File: config.mk
export PLATFORM = sky130hd
export DESIGN_NAME = pingpong_raddr_gen_flat
export DESIGN_NICKNAME = d
export VERILOG_FILES = /design/src/rtl/pingpong_raddr_gen_if.sv /design/src/rtl/pingpong_raddr_gen.sv /design/src/flat_wrapper.sv
export SDC_FILE = /design/constraint.sdc
export NUM_CORES = 1
export LEC_CHECK = 0
export ABC_AREA = 1
export CAP_MARGIN = 20
export CORE_MARGIN = 1
export CORE_UTILIZATION = 44
export DETAILED_ROUTE_END_ITERATION = 10
export GPL_ROUTABILITY_DRIVEN = 0
export GPL_TIMING_DRIVEN = 0
export HOLD_SLACK_MARGIN = 0.03
export PLACE_DENSITY = 0.76
export SYNTH_ARGS = -nofsm -noshare
export SYNTH_HDL_FRONTEND = slang
export SYNTH_SLANG_ARGS = --single-unit
File: constraint.sdc
create_clock -name SYS_CLK -period 1.2 [get_ports SYS_CLK]
set_input_delay 0.24 -clock SYS_CLK [delete_from_list [all_inputs] [get_ports SYS_CLK]]
set_output_delay 0.24 -clock SYS_CLK [all_outputs]
set_load 0.01 [all_outputs]
File: src/rtl/pingpong_raddr_gen_if.sv
// Handshake and address bundle between the ping-pong controller and its neighbours.
// The master modport is the controller side; the slave modport is the upstream/downstream side.
interface pingpong_raddr_gen_if #(
    parameter int unsigned ADDR_W = 4
);
    logic              WR_VALID;
    logic              WR_READY;
    logic              WEN;
    logic [ADDR_W-1:0] WADDR;
    logic              WBANK;
    logic              RD_ALLOW;
    logic              REN;
    logic [ADDR_W-1:0] RADDR;
    logic              RBANK;
    logic              GEN_RADDR_START;
    logic              READ_ONE_MATRIX;
    logic              ONE_BANK_FULL;
    logic              TWO_BANK_FULL;

    modport master (
        input  WR_VALID, RD_ALLOW, READ_ONE_MATRIX,
        output WR_READY, WEN, WADDR, WBANK, REN, RADDR, RBANK,
               GEN_RADDR_START, ONE_BANK_FULL, TWO_BANK_FULL
    );

    modport slave (
        output WR_VALID, RD_ALLOW, READ_ONE_MATRIX,
        input  WR_READY, WEN, WADDR, WBANK, REN, RADDR, RBANK,
               GEN_RADDR_START, ONE_BANK_FULL, TWO_BANK_FULL
    );
endinterface

File: src/rtl/pingpong_raddr_gen.sv
// Two-bank ping-pong buffer controller: write pointer alternates banks, each full bank
// is read back as 8 full-depth passes and freed when the downstream mux reports completion.
module pingpong_raddr_gen #(
    parameter int unsigned ADDR_W = 4,
    parameter int unsigned DEPTH  = 16
) (
    input  logic                        SYS_CLK,
    input  logic                        SYS_RST,
    pingpong_raddr_gen_if.master        bus
);
    localparam logic [ADDR_W-1:0] LAST_ADDR = ADDR_W'(DEPTH - 1);

    typedef enum logic {
        IDLE = 1'b0,
        READ = 1'b1
    } state_e;

    state_e            state_q, state_d;
    logic [1:0]        full_q, full_d;
    logic [ADDR_W-1:0] waddr_q, waddr_d;
    logic [ADDR_W-1:0] raddr_q, raddr_d;
    logic              wbank_q, wbank_d;
    logic              rbank_q, rbank_d;

    logic wr_ready_c;
    logic wen_c;
    logic ren_c;
    logic pass_end_c;

    // Handshake strobes derived from current state and inputs
    always_comb begin
        wr_ready_c = ~(full_q[0] & full_q[1]);
        wen_c      = bus.WR_VALID & wr_ready_c;
        ren_c      = (state_q == READ) & bus.RD_ALLOW;
        pass_end_c = ren_c & (raddr_q == LAST_ADDR);
    end

    // Next-state: write pointer, read pointer, bank occupancy and read FSM
    always_comb begin
        state_d = state_q;
        full_d  = full_q;
        waddr_d = waddr_q;
        raddr_d = raddr_q;
        wbank_d = wbank_q;
        rbank_d = rbank_q;

        if (wen_c) begin
            if (waddr_q == LAST_ADDR) begin
                waddr_d         = '0;
                full_d[wbank_q] = 1'b1;
                wbank_d         = ~wbank_q;
            end else begin
                waddr_d = waddr_q + 1'b1;
            end
        end

        case (state_q)
            IDLE: begin
                if (full_q[rbank_q]) begin
                    state_d = READ;
                end
            end
            READ: begin
                if (ren_c) begin
                    raddr_d = (raddr_q == LAST_ADDR) ? '0 : raddr_q + 1'b1;
                end
                // Release may coincide with a write completing the other bank
                if (bus.READ_ONE_MATRIX) begin
                    full_d[rbank_q] = 1'b0;
                    rbank_d         = ~rbank_q;
                    raddr_d         = '0;
                    state_d         = IDLE;
                end
            end
            default: state_d = IDLE;
        endcase
    end

    always_ff @(posedge SYS_CLK) begin
        if (SYS_RST) begin
            state_q <= IDLE;
            full_q  <= '0;
            waddr_q <= '0;
            raddr_q <= '0;
            wbank_q <= 1'b0;
            rbank_q <= 1'b0;
        end else begin
            state_q <= state_d;
            full_q  <= full_d;
            waddr_q <= waddr_d;
            raddr_q <= raddr_d;
            wbank_q <= wbank_d;
            rbank_q <= rbank_d;
        end
    end

    assign bus.WR_READY        = wr_ready_c;
    assign bus.WEN             = wen_c;
    assign bus.WADDR           = waddr_q;
    assign bus.WBANK           = wbank_q;
    assign bus.REN             = ren_c;
    assign bus.RADDR           = raddr_q;
    assign bus.RBANK           = rbank_q;
    assign bus.GEN_RADDR_START = pass_end_c;
    assign bus.ONE_BANK_FULL   = full_q[0] ^ full_q[1];
    assign bus.TWO_BANK_FULL   = full_q[0] & full_q[1];
endmodule

File: src/flat_wrapper.sv
// flat-port wrapper written by rule: the top's interface ports become plain ports
module pingpong_raddr_gen_flat 
#(
    parameter int unsigned ADDR_W = 4,
    parameter int unsigned DEPTH  = 16
)
  (SYS_CLK, SYS_RST, bus_WR_VALID, bus_RD_ALLOW, bus_READ_ONE_MATRIX, bus_WR_READY, bus_WEN, bus_WADDR, bus_WBANK, bus_REN, bus_RADDR, bus_RBANK, bus_GEN_RADDR_START, bus_ONE_BANK_FULL, bus_TWO_BANK_FULL);
  pingpong_raddr_gen_if #(.ADDR_W(ADDR_W)) bus_i ();
  input  logic SYS_CLK;
  input  logic SYS_RST;
  input wire logic [$bits(bus_i.WR_VALID)-1:0] bus_WR_VALID;
  input wire logic [$bits(bus_i.RD_ALLOW)-1:0] bus_RD_ALLOW;
  input wire logic [$bits(bus_i.READ_ONE_MATRIX)-1:0] bus_READ_ONE_MATRIX;
  output wire logic [$bits(bus_i.WR_READY)-1:0] bus_WR_READY;
  output wire logic [$bits(bus_i.WEN)-1:0] bus_WEN;
  output wire logic [$bits(bus_i.WADDR)-1:0] bus_WADDR;
  output wire logic [$bits(bus_i.WBANK)-1:0] bus_WBANK;
  output wire logic [$bits(bus_i.REN)-1:0] bus_REN;
  output wire logic [$bits(bus_i.RADDR)-1:0] bus_RADDR;
  output wire logic [$bits(bus_i.RBANK)-1:0] bus_RBANK;
  output wire logic [$bits(bus_i.GEN_RADDR_START)-1:0] bus_GEN_RADDR_START;
  output wire logic [$bits(bus_i.ONE_BANK_FULL)-1:0] bus_ONE_BANK_FULL;
  output wire logic [$bits(bus_i.TWO_BANK_FULL)-1:0] bus_TWO_BANK_FULL;
  assign bus_i.WR_VALID = bus_WR_VALID;
  assign bus_i.RD_ALLOW = bus_RD_ALLOW;
  assign bus_i.READ_ONE_MATRIX = bus_READ_ONE_MATRIX;
  assign bus_WR_READY = bus_i.WR_READY;
  assign bus_WEN = bus_i.WEN;
  assign bus_WADDR = bus_i.WADDR;
  assign bus_WBANK = bus_i.WBANK;
  assign bus_REN = bus_i.REN;
  assign bus_RADDR = bus_i.RADDR;
  assign bus_RBANK = bus_i.RBANK;
  assign bus_GEN_RADDR_START = bus_i.GEN_RADDR_START;
  assign bus_ONE_BANK_FULL = bus_i.ONE_BANK_FULL;
  assign bus_TWO_BANK_FULL = bus_i.TWO_BANK_FULL;
  pingpong_raddr_gen #(.ADDR_W(ADDR_W), .DEPTH(DEPTH)) u_core (.SYS_CLK(SYS_CLK), .SYS_RST(SYS_RST), .bus(bus_i));
endmodule
* After elaboration in Yosys (flattened, before gate mapping)
Index checks and enable logic that the tools add are counted.
** Word-level totals
- Bits in registers :: 13
- Input port bits :: 5
- Output and inout port bits :: 16
- Logic and storage cells :: 49
** Cells by class
- Add/sub/neg operators :: 2
- $lt $le $gt $ge :: 4
- Equality and inequality tests :: 2
- Multiplexer cells :: 17
- Bitwise gates (word level) :: 12
- Reductions and logical operators :: 6
** Operators by type and width (number)
- 2-to-1 mux 4 bit :: 4
- adder 4 x 1 -> 4 bit (second input constant) :: 2
- equality test 4 bit (second input constant) :: 2
- 2-to-1 mux 2 bit :: 4
- 2-to-1 mux 1 bit :: 6
- AND reduction 2 bit :: 3
- AND 1 bit :: 4
- < comparator 1 x 2 -> 1 bit (second input constant) :: 2
- inverter 1 bit :: 4
- AND 2 bit :: 1
- demux 1 bit (select 1 bit) :: 2
- greater-or-equal comparator 1 bit (second input constant) :: 2
- logical AND 1 bit :: 2
- inverter 2 bit :: 1
- bitwise OR 2 bit :: 1
- one-hot mux 1 bit (2 select lines) :: 1
- nonzero test 2 bit :: 1
- XOR 1 bit :: 1

* Logic depth before layout (Yosys ltp)
- Depth in word-level cells :: 10
- Depth in mapped cells :: 7
- Gate-level depth less buffers :: 7

* Least setup slack after synthesis
No wires, ideal clock.
- Path kind :: register -> register
- From :: register u_core.full_q[0]
- To :: register u_core.wbank_q, in the netlist u_core.bus.WBANK
- Setup time :: 0.114 ns
- Arrival time :: 1.045 ns
- Setup slack :: 0.041 ns
- Cell stages (with the launch flop) :: 8
- Cells stage by stage :: dfxtp_1 > ha_1 > inv_2 > nand2_4 > nor2_4 > inv_2 > nand2_1 > a21oi_2
** On the way
- Word-level cells in the longest chain between the ends :: 4
** Ends and longest elaborated chain
- from (decl) :: RTL line pingpong_raddr_gen.sv:19 : logic [1:0] full_q, full_d;
- from (signal assigned) :: RTL line pingpong_raddr_gen.sv:89 : full_q <= full_d;
- AND 1 bit
- net bus_TWO_BANK_FULL :: RTL line flat_wrapper.sv:23 : output wire logic [$bits(bus_i.TWO_BANK_FULL)-1:0] bus_TWO_BANK_FULL;
- inverter 1 bit :: RTL line pingpong_raddr_gen.sv:32 : wr_ready_c = ~(full_q[0] & full_q[1]);
- net bus_WR_READY :: RTL line flat_wrapper.sv:14 : output wire logic [$bits(bus_i.WR_READY)-1:0] bus_WR_READY;
- AND 1 bit :: RTL line pingpong_raddr_gen.sv:33 : wen_c = bus.WR_VALID & wr_ready_c;
- AND reduction 2 bit (no line)
- to (signal assigned) :: RTL line pingpong_raddr_gen.sv:92 : wbank_q <= wbank_d;
- to (decl) :: RTL line pingpong_raddr_gen.sv:22 : logic wbank_q, wbank_d;
The timed path passes the listed nets, and every way through them passes these cells.
A chain may end at the register's enable or synchronous reset.

* Worst setup path after layout
- From :: register u_core.raddr_q[1], in the netlist u_core.bus.RADDR[1]
- To :: output bus_GEN_RADDR_START
** On the way
- Word-level cells in the longest chain between the ends :: 2
** Ends and longest elaborated chain
- from (decl) :: RTL line pingpong_raddr_gen.sv:21 : logic [ADDR_W-1:0] raddr_q, raddr_d;
- from (signal assigned) :: RTL line pingpong_raddr_gen.sv:91 : raddr_q <= raddr_d;
- equality test 4 bit :: RTL line pingpong_raddr_gen.sv:35 : pass_end_c = ren_c & (raddr_q == LAST_ADDR);
- AND 1 bit :: RTL line pingpong_raddr_gen.sv:35
- to (decl) :: RTL line flat_wrapper.sv:21 : output wire logic [$bits(bus_i.GEN_RADDR_START)-1:0] bus_GEN_RADDR_START;
No other way between the ends.

==> impl_metrics.tcl <==
set metrics [dict create \
    p_comb_frac 0.097 \
    mostFrequentLayoutCells "17 x nand2_1, 17 x inv_1, 9 x nor2_1, 9 x dfxtp_2" \
    synth_mux_area_frac 0 \
    setup_viol 2 \
    synthAdderAreaFrac 0.05505 \
    crit_type "reg -> out" \
    cp.required_ps 960 \
    crit-reg2reg-launch "u_core.full_q[0]" \
    ys_warn_count 0 \
    cts-root-buf "clkbuf_4" \
    cp.arrival_ps 1100 \
    relSlewSlack 0.7884 \
    drive_gt1_frac 0.3750 \
    seqPwrFrac 0.560 \
    setup_slack_ps -136.8 \
    synth_top_area_cell "dfxtp_1" \
    sw_frac_of_total 0.2408 \
    crit_fanout 3 \
    drtAntennaViolNets 0 \
    place_inst 131 \
    vias 693 \
    post-route-drc-count 0 \
    nNetsFinal 137 \
    antenna_found_initial 0 \
    grt_pass1_wl_um 2166 \
    cp-start-kind "register" \
    grt.overflow.total 0 \
    dr.first_iter.drc_count 14 \
    synth_top_family_by_area "simple AND/OR/NAND/NOR gates" \
    status "finished, violations left" \
    rrSetupSlack_ps 60 \
    n_antenna_cell 0 \
    die_w_um 41.37 \
    syn_avg_cell_area_um2 7.103 \
    hold_class "reg -> reg" \
    ys_seq_area_frac 0.3817 \
    dieHeight_um 41.37 \
    violations "negative setup slack" \
    period_share 1.114 \
    multiInputGateArea_um2 377.9 \
    synthCells 96 \
    grt_use_total 0.2018 \
    rsz0062_at_grt "true" \
    dpl_worst_slack_ps -556.8 \
    rows 13 \
    tightest_slew_ps 315.4 \
    clk_path_buf_depth 2 \
    synthSimpleGateAreaFrac 0.3156 \
    p_per_area_mw_per_mm2 765.0 \
    finalHoldViolations 0 \
    die_area_mm2 0.001711 \
    core_mm2 0.001366 \
    drt-pass1-iter-count 3 \
    synth_compound_area_frac 0.1321 \
    synth.cell_area_um2 681.9 \
    grt_pass1_vias 537 \
    endpoint_kind "output pin" \
    nFillCells 119 \
    fin_worst_skew_ps 4.099 \
    maxSlewViolCount 0 \
    yosys-top-cells-area "dfxtp_1 38%, inv_1 9.4%, nand2_1 9.4%" \
    ff_latch_area_um2 282.8 \
    syn_to_final_growth_pct 50.64 \
    wl_um 1536 \
    dp_hpwl_um 1103 \
    irDropWorstVdd_mv 0.5208 \
    max_freq_ghz 0.7481 \
    power_switching_uw 189.2 \
    p_clk_frac 0.344 \
    synth_xor_area_frac 0 \
    cts_tree "done" \
    cap_violations 0 \
    via_per_inst 4.846 \
    start_util 0.4991 \
    cp-startpoint "u_core.bus.RADDR[1]" \
    cts_sinks 13 \
    htreeDepth 1 \
    numCtsBuffers 3 \
    instances_no_fill 143 \
    io_pins 21 \
    grt_max_degree 8 \
    min_from "u_core.bus.WBANK" \
    intPower_uw 596.6 \
    synth_cell_types 20 \
    io_buffers 20 \
    synth_nets 104 \
    final.min_clock_period_ps 1337 \
    leakage_nw 0.4779 \
    synth_top_area_frac 0.3817 \
    post_drt_wl_per_cell_um 10.74 \
    synth-seq-cells 13 \
    clock_latency_ps 280 \
    clkTransAtPathRegs_ps 80 \
]
[layer usage]
layer	vias up	global-route usage	share of wire
li1	366	-	-
met1	314	0.2290	0.44
met2	9	0.3281	0.51
met3	4	0.1117	0.036
met4	0	0.04839	0.010
met5	-	0	0
[cells in the mapped netlist, drive strengths merged]
cell type  number
ha              3
nand2          20
a21oi           6
nor2           13
inv            21
nor3            2
nand4           1
o22ai           1
nand3b          1
dfxtp          13
o21ai           7
nand3           7
o21bai          1
[critical path, stage by stage (launching register included)]
cell and delay [ps]:
dfxtp_4 380, ha_4 140, nand3_2 70, nor2_1 100, buf_2 130
[registers in the layout (all words and copies together) (netlist names)]
register          flops
u_core.bus.WADDR      4
u_core.bus.RBANK      1
u_core.state_q        1
u_core.full_q         2
u_core.bus.RADDR      4
u_core.bus.WBANK      1
[power by group through the flow]
| stage | Sequential, mW | Combinational (mW) | Clock (mW) |
|---|---|---|---|
| 2_1_floorplan | 0.456 | 0.0339 | 0 |
| 4_1_cts | 0.442 | 0.0746 | 0.279 |
| 3_5_place_dp | 0.455 | 0.0772 | 0 |
| 5_1_grt | 0.441 | 0.0840 | 0.294 |
| 3_3_place_gp | 0.455 | 0.0756 | 0 |
| 6_report | 0.440 | 0.0760 | 0.270 |
[layout make-up]
class | instances | share of cell area
clock buffers | 4 | 0.02558
well taps | 15 | 0.01827
flip-flops and latches | 13 | 0.2753
repair buffers | 28 | 0.2339
inverters | 21 | 0.07917
multi-input cells | 62 | 0.3678
[through the flow]
| step | power (mW) | hold slack, ps | area, µm² | TNS, ps | util |
|---|---|---|---|---|---|
| 2_1_floorplan | 0.4904 | 302.4 | 681.9 | 0 | - |
| 3_3_place_gp | 0.5301 | 461.9 | 900.9 | -2959 | 0.6593 |
| 3_5_place_dp | 0.5318 | 462.6 | 900.9 | -3250 | 0.6593 |
| 4_1_cts | 0.7955 | 493.0 | 988.4 | -197.1 | 0.7234 |
| 5_1_grt | 0.8195 | 509.9 | 1027 | -321.6 | 0.7518 |
| 6_report | 0.7858 | 490.9 | 1027 | -167.4 | 0.7518 |
[worst paths after layout]
check                         to  depth (start not counted)
max          bus_GEN_RADDR_START                          4
min             u_core.bus.WBANK                          2
max reg2reg     u_core.bus.WBANK                          8
min reg2reg     u_core.bus.WBANK                          2
[repair_timing]
item / CTS / global route
gates resized for setup: 55 / 13
buffers inserted: 6 / 2
pin swaps: 1 / 3
hold buffers: 0 / 0
setup endpoints to repair: 16 / 14
[cells by family after synthesis]
group / count (synthesis)
compound gates: 15
buf+inv: 21
flops: 13
fa+ha+maj: 3
simple gates: 44
(Power assumes the default switching activity.)
